==> src/rtl/mux_arbiter_2req.sv <==
// Round-robin two-requester arbiter owning a registered 2:1 mux.
// Ports: clk, reset (sync, active-high); req_a/req_b with data a/b in;
//   gnt_a/gnt_b (registered, never both), sel (1=a), y/y_valid (registered);
//   preempt_cnt (8-bit saturating) only when MUX_ARB_STATS_EN is defined.
module mux_arbiter_2req #(
  parameter int WIDTH    = 1,
  parameter int MAX_HOLD = 4
) (
  input  logic             clk,
  input  logic             reset,
  input  logic             req_a,
  input  logic             req_b,
  input  logic [WIDTH-1:0] a,
  input  logic [WIDTH-1:0] b,
  output logic             gnt_a,
  output logic             gnt_b,
  output logic             sel,
  output logic [WIDTH-1:0] y,
  output logic             y_valid
`ifdef MUX_ARB_STATS_EN
  ,
  output logic [7:0]       preempt_cnt
`endif
);

  typedef enum logic [1:0] {
    IDLE,
    OWN_A,
    OWN_B
  } state_e;

  localparam logic [7:0] HOLD_LIM = 8'(MAX_HOLD - 1);

  state_e           state_q, state_d;
  logic [7:0]       hold_q, hold_d;
  logic             last_a_q, last_a_d;
  logic             sel_q, sel_d;
  logic [WIDTH-1:0] y_q, y_d;
  logic             y_valid_q, y_valid_d;
  logic             enter;

  always_comb begin
    state_d = state_q;
    unique case (state_q)
      IDLE: begin
        // last owner loses a tie
        if (req_a && req_b)
          state_d = last_a_q ? OWN_B : OWN_A;
        else if (req_a)
          state_d = OWN_A;
        else if (req_b)
          state_d = OWN_B;
      end
      OWN_A: begin
        if (!req_a)
          state_d = req_b ? OWN_B : IDLE;
        else if (req_b && hold_q == HOLD_LIM)
          state_d = OWN_B;
      end
      OWN_B: begin
        if (!req_b)
          state_d = req_a ? OWN_A : IDLE;
        else if (req_a && hold_q == HOLD_LIM)
          state_d = OWN_A;
      end
      default: state_d = IDLE;
    endcase
  end

  always_comb begin
    enter    = (state_d != IDLE) && (state_d != state_q);
    hold_d   = hold_q;
    last_a_d = last_a_q;
    if (enter) begin
      hold_d   = 8'd0;
      last_a_d = (state_d == OWN_A);
    end else if (state_d != IDLE && hold_q != HOLD_LIM) begin
      hold_d = hold_q + 8'd1;
    end
  end

  always_comb begin
    sel_d     = sel_q;
    y_d       = y_q;
    y_valid_d = 1'b0;
    if (state_d == OWN_A)
      sel_d = 1'b1;
    else if (state_d == OWN_B)
      sel_d = 1'b0;
    if (state_d != IDLE) begin
      y_d       = sel_d ? a : b;
      y_valid_d = 1'b1;
    end
  end

  always_ff @(posedge clk) begin
    if (reset) begin
      state_q   <= IDLE;
      hold_q    <= 8'd0;
      last_a_q  <= 1'b0;
      sel_q     <= 1'b0;
      y_q       <= '0;
      y_valid_q <= 1'b0;
    end else begin
      state_q   <= state_d;
      hold_q    <= hold_d;
      last_a_q  <= last_a_d;
      sel_q     <= sel_d;
      y_q       <= y_d;
      y_valid_q <= y_valid_d;
    end
  end

  assign gnt_a   = (state_q == OWN_A);
  assign gnt_b   = (state_q == OWN_B);
  assign sel     = sel_q;
  assign y       = y_q;
  assign y_valid = y_valid_q;

`ifdef MUX_ARB_STATS_EN
  logic [7:0] preempt_cnt_q, preempt_cnt_d;
  logic       preempt;

  // only contention at the hold limit counts, not voluntary drops
  always_comb begin
    preempt = req_a && req_b && hold_q == HOLD_LIM &&
              (state_q == OWN_A || state_q == OWN_B);
    preempt_cnt_d = preempt_cnt_q;
    if (preempt && preempt_cnt_q != 8'hff)
      preempt_cnt_d = preempt_cnt_q + 8'd1;
  end

  always_ff @(posedge clk) begin
    if (reset)
      preempt_cnt_q <= 8'd0;
    else
      preempt_cnt_q <= preempt_cnt_d;
  end

  assign preempt_cnt = preempt_cnt_q;
`endif

endmodule

==> config.mk <==
export PLATFORM = sky130hd
export DESIGN_NAME = mux_arbiter_2req
export DESIGN_NICKNAME = d
export VERILOG_FILES = /design/src/rtl/mux_arbiter_2req.sv
export SDC_FILE = /design/constraint.sdc
export NUM_CORES = 1
export LEC_CHECK = 0
export ABC_AREA = 0
export CORE_UTILIZATION = 54
export CTS_CLUSTER_DIAMETER = 120
export DETAILED_ROUTE_END_ITERATION = 10
export GPL_TIMING_DRIVEN = 1
export PLACE_DENSITY = 0.8
export SYNTH_ARGS = -nofsm -noshare
export SYNTH_HDL_FRONTEND = slang
export SYNTH_SLANG_ARGS = --single-unit
==> constraint.sdc <==
create_clock -name clk -period 2.8 [get_ports clk]
set_input_delay 0.56 -clock clk [delete_from_list [all_inputs] [get_ports clk]]
set_output_delay 0.56 -clock clk [all_outputs]
set_load 0.01 [all_outputs]
-- Yosys cells after proc, flatten, opt, wreduce, memory -nomap -nowiden
Index checks and enable logic that the tools add are counted.
Widths: inputs -> output; s select.
- input port bits: 6
- logic and storage cells: 37
- output and inout port bits: 5
- register bits: 14
- multiplexer cells: 15
- add/subtract/negate cells: 1
- eq/ne operators: 7
- reduce and logical (&&, ||, !) cells: 8
- operators by type and width (kind ; number):
    $mux 2 ; 9
    $add 8x1->8 const B ; 1
    $eq 8x2->1 const B ; 1
    $ne 8x2->1 const B ; 1
    $pmux 2 s3 ; 1
    $logic_and 1x1->1 ; 5
    $mux 1 ; 5
    $eq 2x1->1 const B ; 2
    $eq 2x2->1 const B ; 2
    $logic_not 2->1 ; 1
    $ne 2x2->1 ; 1
    $reduce_bool 2->1 ; 1
    $reduce_or 2->1 ; 1

-- Depth between registers and ports, before layout
- depth in word-level cells: 9
- depth in mapped cells: 6

-- Least setup slack after synthesis
Ideal clock, no wire load.
- kind: register to register
- start: register hold_q[0]
- end: register y_q (netlist: y)
- clock period less this slack: 1.847 ns
- arrival: 1.757 ns
- path slack: 0.953 ns
- stages on the path, launching flop included: 7
- required time: 2.709 ns
- library setup time: 0.091 ns
- cell sequence: dfxtp_1 -> ha_1 -> or4b_4 -> nor3_2 -> o21ai_1 -> a21bo_1 -> a311oi_1
- word-level cells in the longest chain between the ends: 9
- elaborated cells between the ends (all ways): 14
- classes of those cells: eq/ne (3); mux (8); reduce/logical (3)
- RTL lines (item ; RTL line ; source):
    from (decl) ; 35 ; logic [7:0] hold_q, hold_d;
    from (signal assigned) ; 106 ; hold_q <= hold_d;
    $eq 8x2->1 * ; 57, 63 ;
    $logic_and 1x1->1 (on tied branches) ; 63, 57 ;
    $mux 2 (on tied branches) ; 63, 57 ;
    $mux 2 (on tied branches) ; 61, 55 ;
    $pmux 2 s3 * ; 44 ; unique case (state_q)
    $eq 2x2->1 ; 88 ; else if (state_d == OWN_B)
    $mux 1 ; 88 ;
    $mux 1 ; 86 ; if (state_d == OWN_A)
    $mux 1 ; 91 ; y_d = sel_d ? a : b;
    to (signal assigned) ; 109 ; y_q <= y_d;
    to (decl) ; 38 ; logic [WIDTH-1:0] y_q, y_d;
Every way passes the cells marked *; elsewhere a longest branch is shown, timed or not.
A chain may end at the register's enable or synchronous reset.

-- Final worst setup path
- start: register state_q[1]
- end: output port gnt_b
- word-level cells in the longest chain between the ends: 1
- RTL lines (item ; RTL line ; source):
    from (decl) ; 34 ; state_e state_q, state_d;
    from (signal assigned) ; 105 ; state_q <= state_d;
    $eq 2x2->1 ; 115 ; assign gnt_b = (state_q == OWN_B);
    to (decl) ; 16 ; output logic gnt_b,
No other way between the ends.

==> flow_summary.toml <==
[status]
status = "complete, no violations"

[clocking]
cts_resized = 0
path_clk_slew_ns = 0.07
cts_sinks = 14
htree_levels = 1
cts_tree = "yes"
root_buffer = "clkbuf_4"
cts_made_buffers = 3
postCtsHoldBufs = 0
post-cts-setup-buffers = 0
clk_path_buf_depth = 2
clock_latency_ns = 0.28

[floorplanning]
die_x_um = 38.4
pin_count = 11
initial_core_util_pct = 61.0
core.rowCount = 12
die_area_um2 = 1470
fp.dieH_um = 38.4
coreArea_um2 = 1170

[sta]
slew_headroom_pct = 66.9
hold_viol = 0
tightest_slew_ns = 0.489
fin_tns_setup_ns = 0
finalClockSkew_ns = 0.00402
drv_slew = 0
period_share_pct = 74.6
max_freq_ghz = 0.479
final-setup-viol-count = 0
post-route-min-period_ns = 2.09
holdWs_ns = 0.497
rsz0062_at_grt = "no"

[hold_path]
hp-class = "flip-flop to flip-flop"

[yosys]
synth_cells = 81
synth-seq-area-share_pct = 39.2
synthSimpleGateAreaFrac_pct = 26.6
synth_mux_area_share_pct = 1.40
synth_ff_type = "dfxtp_1"
synth_seq_cells = 14
synth_fp_nets = 88
synth.avg_cell_area_um2 = 8.82
synth_xor_area_share_pct = 8.58
synth.distinct_cells = 35
synth_fa_ha_area_share_pct = 1.75
syn_area_um2 = 714
synth_top_family_by_area = "simple AND/OR/NAND/NOR gates"
ys_warn_count = 0
synthArstFlopShare_pct = 0
synth_compound_area_share_pct = 17.3
synth_edf_count = 0

[grt]
grt_pass1_vias = 542
grt_pass1_wl_mm = 2.28
track_usage_pct = 22.6
antenna_found_initial = 0
grt_overflow = 0
grt_max_degree = 10

[placement]
io_buffers = 10
dp.final_hpwl_um = 983
gp_congestion = 0.865

[power]
power_frac_comb_pct = 16.5
power_leakage_nw = 0.323
p_sw_mw = 0.104
power.share.switching_pct = 26.1
p_seq_share_pct = 55.3
clockPowerShare_pct = 28.2
cellPowerDensity_nw_per_um2 = 476
intPower_mw = 0.293
ir_worst_vdd_mv = 0.398

[drt]
antenna_left = 0
drc_errors = 0
first_pass_iters = 4
drtIter0Drc = 25
routed_wl_mm = 1.39
vias = 612
viasPerCell = 5.77
wl_per_cell_um = 13.1

[worst_setup_path]
worstPathCellList = "inv_1 > nor2_1 > clkdlybuf4s50_1"
critPathRequiredTime_ns = 2.24
slowest_stage = "clkdlybuf4s50_1"
arrival_ns = 1.53
cp-start-kind = "flip-flop"
path_max_fanout = 9
slowest_delay_ns = 0.53
end_kind = "output port"
criticalPathCategory = "flip-flop to output port"

[flow_run]
max_cap_viol_count = 0

[final_layout]
nFillCells = 100
final_cell_mix = "nor2_1 (15), dfxtp_1 (14), clkdlybuf4s50_1 (10), xor2_1 (5)"
drive_gt1_share_pct = 10.9
syn_to_final_growth_pct = 16.6
num_antenna_cells = 0
nets = 101
final_common_cell = "nor2_1"
## metrics by stage
step	worst slack, ns	std cells	util [%]	total power, mW	cell area, um2
floorplan	0.953	81	-	0.262	714
global placement	0.662	103	69.2	0.287	811
detailed placement	0.654	103	69.2	0.288	811
CTS	0.714	106	71.2	0.399	833
global route	0.548	106	71.2	0.418	833
finish	0.710	106	71.2	0.396	833
## sequential cells by signal, summed over array words and instances, names as in the netlist
register  flops
state_q       2
y_valid       1
sel           1
last_a_q      1
hold_q        8
y             1
## worst max-delay path, delay by kind of cell (launching register included)
| family | cells | cell delay (ns) |
|---|---|---|
| buf+inv | 2 | 0.66 |
| simple gates | 1 | 0.12 |
| flops | 1 | 0.48 |
## cell type report
class | instances | area [um2] | share of cell area, %
repair buffers | 10 | 100 | 12.0
flip-flops and latches | 14 | 280 | 33.6
well taps | 14 | 17.5 | 2.10
clock buffers | 3 | 22.5 | 2.70
multi-input cells | 61 | 398 | 47.7
inverters | 4 | 15.0 | 1.80
## logic make-up after synthesis
kind of cell    count (synthesis)
flops                          14
fa+ha+maj                       1
buf+inv                         6
mux                             1
compound gates                 16
simple gates                   36
xor+xnor                        7
## power by group through the flow
stage	clock [mW]	sequential (mW)	combinational, mW
finish	0.112	0.219	0.0654
global placement	0	0.223	0.0640
detailed placement	0	0.223	0.0647
CTS	0.115	0.219	0.0656
global route	0.125	0.221	0.0721
floorplan	0	0.222	0.0405
## worst paths after layout
check / to / slack, ns / depth (start not counted) / from
setup reg to reg: hold_q[7]$_SDFFE_PP0P_ / 0.73 / 6 / hold_q[0]$_SDFFE_PP0P_
hold reg to reg: sel$_SDFF_PP0_ / 0.50 / 1 / sel$_SDFF_PP0_
hold / removal: sel$_SDFF_PP0_ / 0.50 / 1 / sel$_SDFF_PP0_
setup / recovery: gnt_b / 0.71 / 3 / state_q[1]$_SDFF_PP0_
## routing by layer
metal	GRT usage (%)	up-vias	wire length [um]
li1	-	316	-
met1	34.2	277	761
met2	30.1	17	548
met3	5.23	2	57
met4	9.48	0	24
met5	0	-	0
## synthesized netlist by cell type (all sizes together), types with 2 or more instances
library cell  instances  area [um2]
dfxtp                14         280
inv                   4        15.0
xor2                  5        43.8
nand2                 4        15.0
nor3                  2        15.0
nor2                 15        56.3
a21oi                 2        10.0
o21ai                 3        18.8
o311a                 2        21.3
a31oi                 2        12.5
nand3                 4        20.0
nand4                 3        18.8
xnor2                 2        17.5
and3                  2        12.5
(Power assumes the default switching activity.)
